==> src/rtl/register_writeback.sv <==
// register_writeback
//   Architectural register file (32 x DATA_W) and write-back commit stage of the
//   MIPS datapath, with a per-register pending-write scoreboard for decode stalls.
//
// Ports
//   clk          rising-edge clock
//   reset        synchronous, active-high reset
//   issue_valid  decode issues an instruction writing issue_rd
//   issue_rd     destination register of the issuing instruction
//   issue_ready  issue may be accepted this cycle
//   wb_valid     write-back result present this cycle
//   wb_rd        write-back destination register
//   wb_data      write-back value
//   out_register full register array to the read stage (r0 reads as 0)
//   pending      bit i set while register i has outstanding writes
//   wb_error     sticky: a write-back hit a register with no outstanding write
module register_writeback #(
    parameter int unsigned DATA_W    = 32,
    parameter int unsigned CNT_W     = 2,
    parameter bit          WB_BYPASS = 1'b1
) (
    input  logic              clk,
    input  logic              reset,
    input  logic              issue_valid,
    input  logic [4:0]        issue_rd,
    output logic              issue_ready,
    input  logic              wb_valid,
    input  logic [4:0]        wb_rd,
    input  logic [DATA_W-1:0] wb_data,
    output logic [DATA_W-1:0] out_register [32],
    output logic [31:0]       pending,
    output logic              wb_error
);

    localparam logic [CNT_W-1:0] CntMax = '1;
    localparam logic [CNT_W-1:0] CntOne = CNT_W'(1);

    logic [DATA_W-1:0] regs_q  [32];
    logic [CNT_W-1:0]  count_q [32];
    logic [CNT_W-1:0]  count_d [32];
    logic              wb_error_q;
    logic              wb_error_d;
    logic              issue_acc;
    logic              wb_hit;

    // Ready looks only at the current count; a same-cycle write-back does not
    // free a slot until the next cycle.
    assign issue_ready = (issue_rd == 5'd0) || (count_q[issue_rd] != CntMax);
    assign issue_acc   = issue_valid && issue_ready;
    assign wb_hit      = wb_valid && (wb_rd != 5'd0);

    always_comb begin
        for (int i = 0; i < 32; i++) begin
            count_d[i] = count_q[i];
            if (i != 0) begin
                logic inc;
                logic dec;
                inc = issue_acc && (issue_rd == 5'(i));
                // Decrement gated at zero so a spurious write-back cannot wrap.
                dec = wb_hit && (wb_rd == 5'(i)) && (count_q[i] != '0);
                if (inc && !dec) begin
                    count_d[i] = count_q[i] + CntOne;
                end else if (dec && !inc) begin
                    count_d[i] = count_q[i] - CntOne;
                end
            end
        end
    end

    assign wb_error_d = wb_error_q || (wb_hit && (count_q[wb_rd] == '0));

    always_ff @(posedge clk) begin
        if (reset) begin
            for (int i = 0; i < 32; i++) begin
                regs_q[i]  <= '0;
                count_q[i] <= '0;
            end
            wb_error_q <= 1'b0;
        end else begin
            if (wb_hit) begin
                regs_q[wb_rd] <= wb_data;
            end
            for (int i = 0; i < 32; i++) begin
                count_q[i] <= count_d[i];
            end
            wb_error_q <= wb_error_d;
        end
    end

    always_comb begin
        for (int i = 0; i < 32; i++) begin
            out_register[i] = regs_q[i];
            if (WB_BYPASS && wb_hit && (wb_rd == 5'(i))) begin
                out_register[i] = wb_data;
            end
            pending[i] = (count_q[i] != '0);
        end
        out_register[0] = '0;
        pending[0]      = 1'b0;
    end

    assign wb_error = wb_error_q;

endmodule

==> config.mk <==
export PLATFORM = sky130hd
export DESIGN_NAME = register_writeback
export DESIGN_NICKNAME = d
export VERILOG_FILES = /design/src/rtl/register_writeback.sv
export SDC_FILE = /design/constraint.sdc
export NUM_CORES = 2
export LEC_CHECK = 0
export CORE_AREA = 5 5 427 429
export DETAILED_ROUTE_END_ITERATION = 16
export DIE_AREA = 0 0 432 434
export DONT_BUFFER_PORTS = 1
export PLACE_DENSITY = 0.49
export SLEW_MARGIN = 20
export SYNTH_ARGS = -nofsm -noshare
export SYNTH_HDL_FRONTEND = slang
export SYNTH_SLANG_ARGS = --single-unit
==> constraint.sdc <==
create_clock -name clk -period 2.85 [get_ports clk]
set_clock_uncertainty 0.05 [all_clocks]
set_input_delay 0.285 -clock clk [delete_from_list [all_inputs] [get_ports clk]]
set_output_delay 0.285 -clock clk [all_outputs]
set_load 0.05 [all_outputs]
==> results.py <==
metrics = {
    "cells_and_area": {
        "drive_above_1_share_pct": 37.0,
        "nets": 4080,
        "fillers": 17100,
        "area_growth_pct": 16.6,
        "final_area_um2": 63100,
    },
    "pwr": {
        "power.share.clock_pct": 39.4,
        "p_comb_share_pct": 16.1,
        "swShare_pct": 31.2,
        "p_sw_mw": 12.6,
        "p_leak_nw": 22.2,
        "power_frac_seq_pct": 44.4,
        "p_total_mw": 40.4,
        "power.density_nw_per_um2": 640,
        "ir_drop_mv": 0.577,
        "p_int_mw": 27.8,
    },
    "detailed_routing": {
        "viasPerCell": 5.31,
        "ant_nets": 0,
        "dr.pass1.iters": 5,
        "routedWlPerCell_um": 37.5,
        "vias": 34300,
        "drc": 0,
        "totalWireLength_um": 243000,
        "drt_iter0_drc": 3272,
    },
    "sta": {
        "finalWorstSetupSlack_ns": -0.0505,
        "period_share_pct": 102,
        "fin_crit_ns": 2.90,
        "relSlewSlack_pct": 39.2,
        "hold_viol_final": 0,
        "fmax_ghz": 0.345,
        "drv_slew": 0,
        "finalSetupViolCount": 1,
        "rsz0062_at_grt": "yes",
        "worstMarginPinSlew_ns": 0.908,
    },
    "outcome": {
        "status": "finished, violations left",
        "violations": "negative setup slack",
    },
    "logic_synthesis": {
        "ys_seq_area_share_pct": 57.4,
        "yosys.area.top_type": "edfxtp_1",
        "ys_ff_latch": 1055,
        "yosysMostFrequentCell": "mux2_2",
        "synth_top_area_share_pct": 55.1,
        "synthCells": 4023,
        "ys_top_cells_by_count": "mux2_2, and2_1, edfxtp_1, clkbuf_1, buf_2",
        "synth_area_um2": 54100,
        "synth-edff-count": 992,
        "synthArstFlopShare_pct": 0,
        "yosys_most_used_dff": "edfxtp_1",
        "syn_avg_cell_area_um2": 13.4,
        "yosysWarnings": 0,
        "ys_top_cells_by_area": "edfxtp_1, mux2_2, and2_1",
        "yosysUniqueCellTypes": 60,
    },
    "worst_setup_path": {
        "crit_start": "count_q[15][0]$_SDFFE_PP0P_",
        "worstPathMaxFanout": 2,
        "critical_path_class": "register to output pin",
        "r2r_slack_ns": 0.05,
        "worstPathCellList": "mux4_2, mux2_4, a221oi_4, a211oi_2, a21oi_2, buf_6",
        "r2r_cells": 7,
        "cp_top_family": "multiplexers",
        "r2r_start": "count_q[20][0]$_SDFFE_PP0P_",
        "r2r-end": "wb_error$_SDFF_PP0_",
        "arrival_ns": 2.57,
        "cp.required_ns": 2.52,
        "cpMaxStageDelayCell": "mux4_2",
        "setup.worst_path.start_class": "register",
        "crit_path_end_kind": "output pin",
        "crit_buf_inv": 1,
        "slowest_delay_ns": 0.48,
    },
    "placed_design": {
        "dp_hpwl_um": 143000,
        "gp_congestion": 0.814,
        "io_buffers": 0,
        "post-place-ws_ns": 0.150,
        "dpl-instance-area_um2": 57500,
    },
    "clocking": {
        "cts_tree": "yes",
        "ctsLongestPathBuffers": 3,
        "numCtsBuffers": 131,
        "insertion_delay_ns": 0.78,
        "ctsHtreeMaxLevel": 4,
        "clk_pin_slew_ns": 0.05,
        "clock_sinks": 1055,
        "root_buffer": "clkbuf_16",
    },
    "job": {
        "maxCapViolCount": 0,
    },
    "grt": {
        "grt_pass1_vias": 32900,
        "grtUsageTotal_pct": 24.8,
        "globalRouteOverflowTotal": 0,
        "grt_pass1_wl_um": 317000,
        "grt_max_degree": 78,
        "antenna_found_initial": 29,
    },
    "floorplan": {
        "io_pins": 1104,
        "dieArea_um2": 187000,
        "initial_utilization_pct": 30.4,
        "die_w_um": 432,
        "rows": 155,
        "die_y_um": 434,
        "core_um2": 178000,
    },
    "worst_hold_path": {
        "holdCritStartpoint": "reset",
        "hold_path_depth": 3,
        "holdPathEnd": "count_q[31][0]$_SDFFE_PP0P_",
        "min_path_type": "input pin to register",
    },
}
## logic make-up after synthesis
group                      Yosys count  share of synthesized area (%)
and+or+nand+nor                   1308                           14.6
DFF                               1055                           57.4
xor gates and xnor gates            62                           1.00
adders and majority gates           31                          0.717
muxes                             1021                           21.5
AOI/OAI and AO/OA                   89                           1.05
buffers and inverters              456                           3.68
other                                1                        0.00693
## final cells by class
cell class | count | area (µm²) | area share, %
well taps | 2355 | 2950 | 4.67
clock inverters | 56 | 489 | 0.776
clock buffers | 171 | 3450 | 5.47
inverters | 10 | 37.5 | 0.0595
diodes | 17 | 42.5 | 0.0674
flip-flops and latches | 1055 | 31100 | 49.2
multi-input cells | 2544 | 21500 | 34.1
repair buffers | 261 | 3550 | 5.63
## worst min-delay path, cell delays in order
cell    delay [ns]
buf_12        0.15
buf_16        0.20
nor2_1        0.14
## power by group through the flow
stage	registers, mW	logic (mW)	clock network (mW)
after floorplan	18.2	5.05	0
after global placement	18.2	5.93	0
after detailed placement	18.3	5.92	0
after CTS	17.9	6.55	16.2
after global routing	18.0	6.59	16.8
final	17.9	6.51	15.9
## worst max path at each step
stage | slack (ns) | depth (start not counted) | endpoint
6_report | -0.05 | 6 | issue_ready
5_1_grt | -0.15 | 6 | issue_ready
4_1_cts | -0.13 | 6 | issue_ready
3_5_place_dp | 0.15 | 9 | count_q[22][1]$_SDFFE_PP0P_
3_3_place_gp | 0.17 | 9 | count_q[31][1]$_SDFFE_PP0P_
2_1_floorplan | 0.17 | 6 | issue_ready
## placed cells by master (no fill, tap or decap), types with 34 or more instances in the layout
cell | Yosys | layout
xor2_1 | 62 | 62
buf_4 | 38 | 84
buf_12 | 0 | 88
dlygate4sd3_1 | 0 | 71
clkbuf_16 | 0 | 132
and2_1 | 992 | 992
nor2_1 | 69 | 45
edfxtp_1 | 992 | 992
clkbuf_1 | 302 | 39
dfxtp_1 | 63 | 54
mux2_2 | 993 | 993
or2_2 | 49 | 49
o21ai_0 | 35 | 34
## routing by layer
layer / share of wire [%] / routed length [µm] / GRT usage, % / up-vias
met3: 8.3 / 20200 / 6.82 / 415
li1: - / - / - / 14200
met1: 38 / 91100 / 29.6 / 18000
met4: 5.1 / 12300 / 10.9 / 0
met2: 49 / 119000 / 41.8 / 1744
met5: 0 / 0 / 0 / -
## state kept, by name (all words and copies together) (netlist names)
name and count:
wb_error 1, count_q 62, regs_q 992
## stage by stage
step	utilization, %	setup TNS, ns	hold slack [ns]	instances
after detailed placement	32.3	0	0.428	6113
final	35.5	-0.0505	0.0471	6469
after floorplan	-	0	0.413	4055
after global routing	35.4	-0.155	0.0233	6454
after CTS	35.4	-0.128	0.00282	6452
after global placement	32.3	0	0.415	6113
## what timing repair did
action	CTS	global route
pin swaps	3	1
setup endpoints to repair	1	11
hold endpoints to repair	1087	0
hold buffers	105	0
resized for setup	13	5
setup buffers	7	0
(Power assumes the default switching activity.)
